`src/rtl/ps2_pkg.sv`:
```
// ps2_pkg: shared types, constants and the parity check for the PS/2 receiver
package ps2_pkg;
  typedef enum logic [1:0] {IDLE, DATA, PARITY, STOP} state_e;
  localparam int PS2_DATA_BITS = 8;
  // PS/2 uses odd parity: data bits plus parity bit must contain an odd number of ones
  function automatic logic odd_parity_ok(input logic [PS2_DATA_BITS-1:0] d, input logic p);
    return ^{d, p};
  endfunction
endpackage

```
`src/rtl/ps2_rx_fifo.sv`:
```
// ps2_rx_fifo: synchronous FIFO for received bytes
// Ports: clk/rst_n (async active-low), push+din write, pop read, full/empty flags, head = oldest entry.
// A push into a full FIFO is accepted only when a pop happens in the same cycle.
module ps2_rx_fifo #(
  parameter int WIDTH = 8,
  parameter int DEPTH = 4
) (
  input  logic             clk,
  input  logic             rst_n,
  input  logic             push,
  input  logic [WIDTH-1:0] din,
  input  logic             pop,
  output logic             full,
  output logic             empty,
  output logic [WIDTH-1:0] head
);
  localparam int AW = $clog2(DEPTH);
  logic [AW:0] wr_q, wr_d, rd_q, rd_d;
  logic [WIDTH-1:0] mem_q [DEPTH];
  logic do_push, do_pop;
  always_comb begin
    empty = wr_q == rd_q;
    full = (wr_q[AW] != rd_q[AW]) && (wr_q[AW-1:0] == rd_q[AW-1:0]);
    do_pop = pop && !empty;
    do_push = push && (!full || do_pop);
    wr_d = do_push ? wr_q + 1'b1 : wr_q;
    rd_d = do_pop ? rd_q + 1'b1 : rd_q;
    head = mem_q[rd_q[AW-1:0]];
  end
  always_ff @(posedge clk or negedge rst_n)
    if (!rst_n) begin
      wr_q <= '0;
      rd_q <= '0;
    end else begin
      wr_q <= wr_d;
      rd_q <= rd_d;
    end
  always_ff @(posedge clk)
    if (do_push) mem_q[wr_q[AW-1:0]] <= din;
endmodule

```
`src/rtl/ps2_rx.sv`:
```
// ps2_rx: PS/2 keyboard receiver - synchronise, de-glitch, deserialise 11-bit frames into a FIFO
// Ports: CLOCK_50, resetn (async active-low), ps2_clk_i/ps2_dat_i raw pins,
//   data_o/valid_o/ready_i output stream, parity_err_o/frame_err_o/overflow_o one-cycle pulses, busy_o.
// Build option: define PS2_RX_WATCHDOG_EN to abort frames stalled for TIMEOUT_US.
module ps2_rx
  import ps2_pkg::*;
#(
  parameter int CLK_HZ     = 50_000_000,
  parameter int FILTER_LEN = 8,
  parameter int FIFO_DEPTH = 4,
  parameter int TIMEOUT_US = 2000
) (
  input  logic       CLOCK_50,
  input  logic       resetn,
  input  logic       ps2_clk_i,
  input  logic       ps2_dat_i,
  output logic [7:0] data_o,
  output logic       valid_o,
  input  logic       ready_i,
  output logic       parity_err_o,
  output logic       frame_err_o,
  output logic       overflow_o,
  output logic       busy_o
);
  if (FILTER_LEN < 2 || FILTER_LEN > 255 || FIFO_DEPTH < 2 || (FIFO_DEPTH & (FIFO_DEPTH - 1)) != 0 ||
      CLK_HZ < 1_000_000 || TIMEOUT_US < 1) begin : g_bad_param
    $error("ps2_rx: parameter out of range");
  end
  localparam logic [7:0] FL_M1 = 8'(FILTER_LEN - 1);
  // index 0 = PS/2 clock, index 1 = PS/2 data
  logic [1:0] s1_q, s2_q, filt_q, filt_d;
  logic [7:0] fcnt_q [2];
  logic [7:0] fcnt_d [2];
  logic fall_q, fall_d;
  state_e state_q, state_d;
  logic [2:0] bcnt_q, bcnt_d;
  logic [PS2_DATA_BITS-1:0] shift_q, shift_d, head;
  logic par_q, par_d, push_q, push_d, perr_q, perr_d, ferr_q, ferr_d;
  logic full, empty, pop;
  always_comb begin
    for (int i = 0; i < 2; i++) begin
      fcnt_d[i] = (s2_q[i] != filt_q[i]) ? fcnt_q[i] + 8'd1 : 8'd0;
      filt_d[i] = filt_q[i];
      if (s2_q[i] != filt_q[i] && fcnt_q[i] == FL_M1) begin
        filt_d[i] = s2_q[i];
        fcnt_d[i] = 8'd0;
      end
    end
    fall_d = filt_q[0] && !filt_d[0];
  end
`ifdef PS2_RX_WATCHDOG_EN
  localparam logic [31:0] WD_LAST = 32'(CLK_HZ / 1_000_000 * TIMEOUT_US - 1);
  logic [31:0] wd_q, wd_d;
  logic wd_expired;
  always_comb begin
    wd_d = (fall_q || state_q == IDLE) ? 32'd0 : wd_q + 32'd1;
    wd_expired = state_q != IDLE && !fall_q && wd_q == WD_LAST;
  end
  always_ff @(posedge CLOCK_50 or negedge resetn)
    if (!resetn) wd_q <= '0;
    else wd_q <= wd_expired ? 32'd0 : wd_d;
`else
  logic wd_expired;
  assign wd_expired = 1'b0;
`endif
  always_comb begin
    state_d = state_q;
    bcnt_d = bcnt_q;
    shift_d = shift_q;
    par_d = par_q;
    push_d = 1'b0;
    perr_d = 1'b0;
    ferr_d = 1'b0;
    if (fall_q)
      case (state_q)
        IDLE: begin
          state_d = filt_q[1] ? IDLE : DATA;
          bcnt_d = 3'd0;
        end
        DATA: begin
          shift_d = {filt_q[1], shift_q[PS2_DATA_BITS-1:1]};
          bcnt_d = bcnt_q + 3'd1;
          state_d = (bcnt_q == 3'd7) ? PARITY : DATA;
        end
        PARITY: begin
          par_d = filt_q[1];
          state_d = STOP;
        end
        default: begin
          ferr_d = !filt_q[1];
          perr_d = filt_q[1] && !odd_parity_ok(shift_q, par_q);
          push_d = filt_q[1] && odd_parity_ok(shift_q, par_q);
          state_d = IDLE;
        end
      endcase
    if (wd_expired) begin
      state_d = IDLE;
      ferr_d = 1'b1;
    end
  end
  always_ff @(posedge CLOCK_50 or negedge resetn)
    if (!resetn) begin
      s1_q <= 2'b11;
      s2_q <= 2'b11;
      filt_q <= 2'b11;
      fcnt_q <= '{8'd0, 8'd0};
      fall_q <= 1'b0;
      state_q <= IDLE;
      bcnt_q <= '0;
      shift_q <= '0;
      par_q <= 1'b0;
      push_q <= 1'b0;
      perr_q <= 1'b0;
      ferr_q <= 1'b0;
    end else begin
      s1_q <= {ps2_dat_i, ps2_clk_i};
      s2_q <= s1_q;
      filt_q <= filt_d;
      fcnt_q <= fcnt_d;
      fall_q <= fall_d;
      state_q <= state_d;
      bcnt_q <= bcnt_d;
      shift_q <= shift_d;
      par_q <= par_d;
      push_q <= push_d;
      perr_q <= perr_d;
      ferr_q <= ferr_d;
    end
  ps2_rx_fifo #(.WIDTH(PS2_DATA_BITS), .DEPTH(FIFO_DEPTH)) u_fifo (
    .clk(CLOCK_50),
    .rst_n(resetn),
    .push(push_q),
    .din(shift_q),
    .pop(pop),
    .full(full),
    .empty(empty),
    .head(head)
  );
  always_comb begin
    valid_o = !empty;
    pop = valid_o && ready_i;
    data_o = empty ? 8'd0 : head;
    overflow_o = push_q && full && !pop;
    parity_err_o = perr_q;
    frame_err_o = ferr_q;
    busy_o = state_q != IDLE;
  end
endmodule

```
`config.mk`:
```
export PLATFORM = sky130hd
export DESIGN_NAME = ps2_rx
export DESIGN_NICKNAME = d
export VERILOG_FILES = /design/src/rtl/ps2_pkg.sv /design/src/rtl/ps2_rx_fifo.sv /design/src/rtl/ps2_rx.sv
export SDC_FILE = /design/constraint.sdc
export NUM_CORES = 1
export LEC_CHECK = 0
export ABC_AREA = 1
export BUFFER_PORTS_ARGS = -buffer_cell sky130_fd_sc_hd__buf_2
export CAP_MARGIN = 15
export CORE_ASPECT_RATIO = 1.25
export CORE_UTILIZATION = 45
export DETAILED_ROUTE_END_ITERATION = 8
export HOLD_SLACK_MARGIN = 0.02
export SYNTH_ARGS = -nofsm -noshare
export SYNTH_HDL_FRONTEND = slang
export SYNTH_SLANG_ARGS = --single-unit
```
`constraint.sdc`:
```
create_clock -name CLOCK_50 -period 4.5 [get_ports CLOCK_50]
set_input_delay 0.675 -clock CLOCK_50 [delete_from_list [all_inputs] [get_ports CLOCK_50]]
set_output_delay 0.675 -clock CLOCK_50 [all_outputs]
set_load 0.005 [all_outputs]
```
==> metrics.csv <==
stage,metric,value,unit
status,status,finished clean,
synth,syn-instance-count,350,
synth,syn_area_per_cell,10.1,um^2
grt,grt_overflow,0,
worst_setup_path,reg2reg_from,u_fifo.rd_q[0]$_DFFE_PN0P_,
sta,hold_viol,0,
layout,fin_nets,386,
drt,drc_errors,0,
worst_setup_path,crit_path_max_fanout,20,
floorplan,die-area,0.00819,mm^2
clock_network,cts_root_buf,clkbuf_8,
worst_setup_path,cp-start-kind,flop,
grt,antenna_found_initial,0,
floorplan,die_h,101,um
grt,gr-usage-all-layers,15.7,%
worst_setup_path,arrival,1.96,ns
placement,dp_hpwl,3800,um
worst_setup_path,worst_r2r_path_depth,6,
synth,yosysWarnings,0,
clock_network,clock_path_buffers,2,
worst_setup_path,cp-startpoint,u_fifo.rd_q[0]$_DFFE_PN0P_,
drt,first_pass_iters,4,
drt,wl_per_cell,11.4,um
synth,seq_area_frac_synth,60.2,%
synth,yosys-top-cells-area,"dfrtp_1 (28%), edfxtp_1 (27%), nand2_1 (7.2%)",
worst_setup_path,end_kind,primary output,
placement,post-place-ws,2.21,ns
synth,syn_area,0.00352,mm^2
clock_network,postCtsHoldBufs,0,
grt,grt_pass1_vias,2162,
worst_setup_path,cp.required,3.83,ns
synth,synthArstFlopShare,59.0,%
grt,grt_max_degree,47,
synth,postSynthNetCount,364,
sta,fin_crit_sh,58.5,%
sta,final_max_slew_viol_count,0,
synth,synth_area_leader_cell,dfrtp_1,
clock_network,cts.sinks,78,
layout,multi_input_area,0.00116,mm^2
synth,yosys-top-cells-count,"nand2_1 (68), nor2_1 (55), inv_1 (42)",
floorplan,io_pins,18,
min_path,min_to,s2_q[0]$_DFF_PN1_,
synth,synth_enable_flop_cells,32,
min_path,hp-class,reg -> reg,
sta,tightestPinTransition,0.704,ns
sta,min_period,2.63,ns
pwr,p_leak,1.76,nW
min_path,worstHoldStart,s1_q[0]$_DFF_PN1_,
clock_network,cts-resized-gates,0,
sta,fin_ws,1.87,ns
sta,setup-violations-final,0,
drt,drtAntennaViolNets,0,
clock_network,cts_setup_buffers,0,
drt,viasPerCell,4.81,
synth,synth.distinct_cells,35,
synth,ys_seq_elements,78,
layout,num_antenna_cells,0,
drt,dr.first_iter.drc_count,94,
synth,synth_top_cell_area_share,28.4,%
drt,drt-total-wl,5350,um
worst_setup_path,r2r-end,u_fifo.mem_q[3][2]$_DFFE_PP_,
floorplan,fp-row-count,35,
clock_network,cts.reportedPaths.clkPinSlew,0.07,ns
floorplan,initial_core_util,47.1,%
drt,vias,2258,
clock_network,cts_tree,built,
min_path,min_path_cells,0,
pwr,power.density,357,mW/mm^2
floorplan,die_x,81.1,um
clock_network,numCtsBuffers,9,
synth,synth.most_common_cell,nand2_1,
layout,final-seq-area,0.00212,mm^2
worst_setup_path,crit_type,reg -> out,
sta,finalSetupTns,0,ns
layout,area_growth,9.41,%
clock_network,worst_skew_pair.late_latency,0.33,ns
grt,grt_pass1_wl,9620,um
clock_network,cts.htree.levels,3,
synth,synth_ff_type,dfrtp_1,
floorplan,coreArea,0.00749,mm^2
pwr,ir_drop,0.000170,V
placement,routabilityCongestion,0.777,
layout,fill_cells,674,
flow_run,drv_cap,0,
sta,maxSlewHeadroom,53.0,%
sta,finClkSkew,0.0115,ns
placement,port-buffer-count,17,
worst_setup_path,r2r_setup_slack,2.25,ns
sta,rsz0062_at_grt,false,
sta,max_freq,380,MHz
layout,drive_above_1_share,13.5,%
-- worst max-delay path, stage by stage, from the launching register on --
cell      delay, ns
dfrtp_1        0.80
clkinv_8       0.19
nand2_2        0.12
a21oi_2        0.07
nand2_2        0.20
nand2_1        0.09
inv_1          0.05
buf_2          0.10
-- where the power goes --
group	switching [mW]	total [mW]	internal [mW]
Clock	0.239	0.490	0.251
Sequential	0.0242	0.796	0.772
Combinational	0.0530	0.0886	0.0356
-- cell usage in the layout, fill, tap and decap left out, types with 2 or more instances in the layout --
| cell | count |
|---|---|
| a21oi_1 | 4 |
| buf_2 | 17 |
| clkbuf_8 | 9 |
| clkinv_1 | 2 |
| clkinvlp_4 | 3 |
| dfrtp_1 | 40 |
| dfstp_2 | 6 |
| edfxtp_1 | 32 |
| ha_1 | 9 |
| inv_1 | 42 |
| inv_2 | 2 |
| nand2_1 | 68 |
| nand2_2 | 5 |
| nand3_1 | 14 |
| nand4_1 | 3 |
| nor2_1 | 55 |
| nor3_1 | 7 |
| o21ai_0 | 19 |
| o21ai_1 | 2 |
| o32ai_1 | 8 |
| xnor2_1 | 5 |
| xor2_1 | 8 |
-- cells by family after synthesis --
family | count (synthesis) | share of synthesized area (%)
XOR/XNOR | 13 | 3.23
AND/OR/NAND/NOR | 159 | 19.2
multiplexers | 1 | 0.284
buffers and inverters | 52 | 7.00
adder cells (fa/ha/maj) | 9 | 3.20
flip-flops | 78 | 60.2
AO/OA/AOI/OAI | 38 | 6.96
-- area by class of cell --
class,count,share of cell area (%)
Clock inverter,7,1.69
Multi-Input combinational cell,220,30.0
Tap cell,92,2.99
Sequential cell,78,55.0
Clock buffer,9,3.21
Inverter,45,4.71
Timing Repair Buffer,18,2.40
-- metal layers --
metal	wire (um)	global-route usage, %	up-vias
li1	-	-	1185
met3	122	3.26	9
met2	2570	25.4	31
met1	2540	19.5	1033
met5	0	0	-
met4	115	8.65	0
-- worst max-delay path by stage --
stage                            to  slack (ns)  cells after the start
final                     data_o[6]        1.87                      7
after floorplan           data_o[0]        2.71                      7
after global routing      data_o[6]        1.64                      7
after CTS                 data_o[6]        1.83                      7
after global placement    data_o[6]        2.20                      7
after detailed placement  data_o[6]        2.21                      7
-- stage by stage --
| stage | area (um^2) | utilization (%) | power [mW] | instances | hold WS (ns) |
|---|---|---|---|---|---|
| floorplan | 3520 | - | 0.872 | 350 | 0.345 |
| global placement | 3670 | 49.0 | 0.900 | 453 | 0.346 |
| detailed placement | 3670 | 49.0 | 0.901 | 453 | 0.347 |
| CTS | 3850 | 51.5 | 1.40 | 469 | 0.358 |
| global route | 3850 | 51.5 | 1.45 | 469 | 0.359 |
| finish | 3850 | 51.5 | 1.37 | 469 | 0.357 |
-- registers in the layout, indices dropped and copies added, names as in the netlist, 3 cells and up --
signal / cells
bcnt_q: 3
fcnt_q: 16
shift_q: 8
u_fifo.mem_q: 32
u_fifo.rd_q: 3
u_fifo.wr_q: 3
No activity file was read; power rests on OpenSTA's default activity.
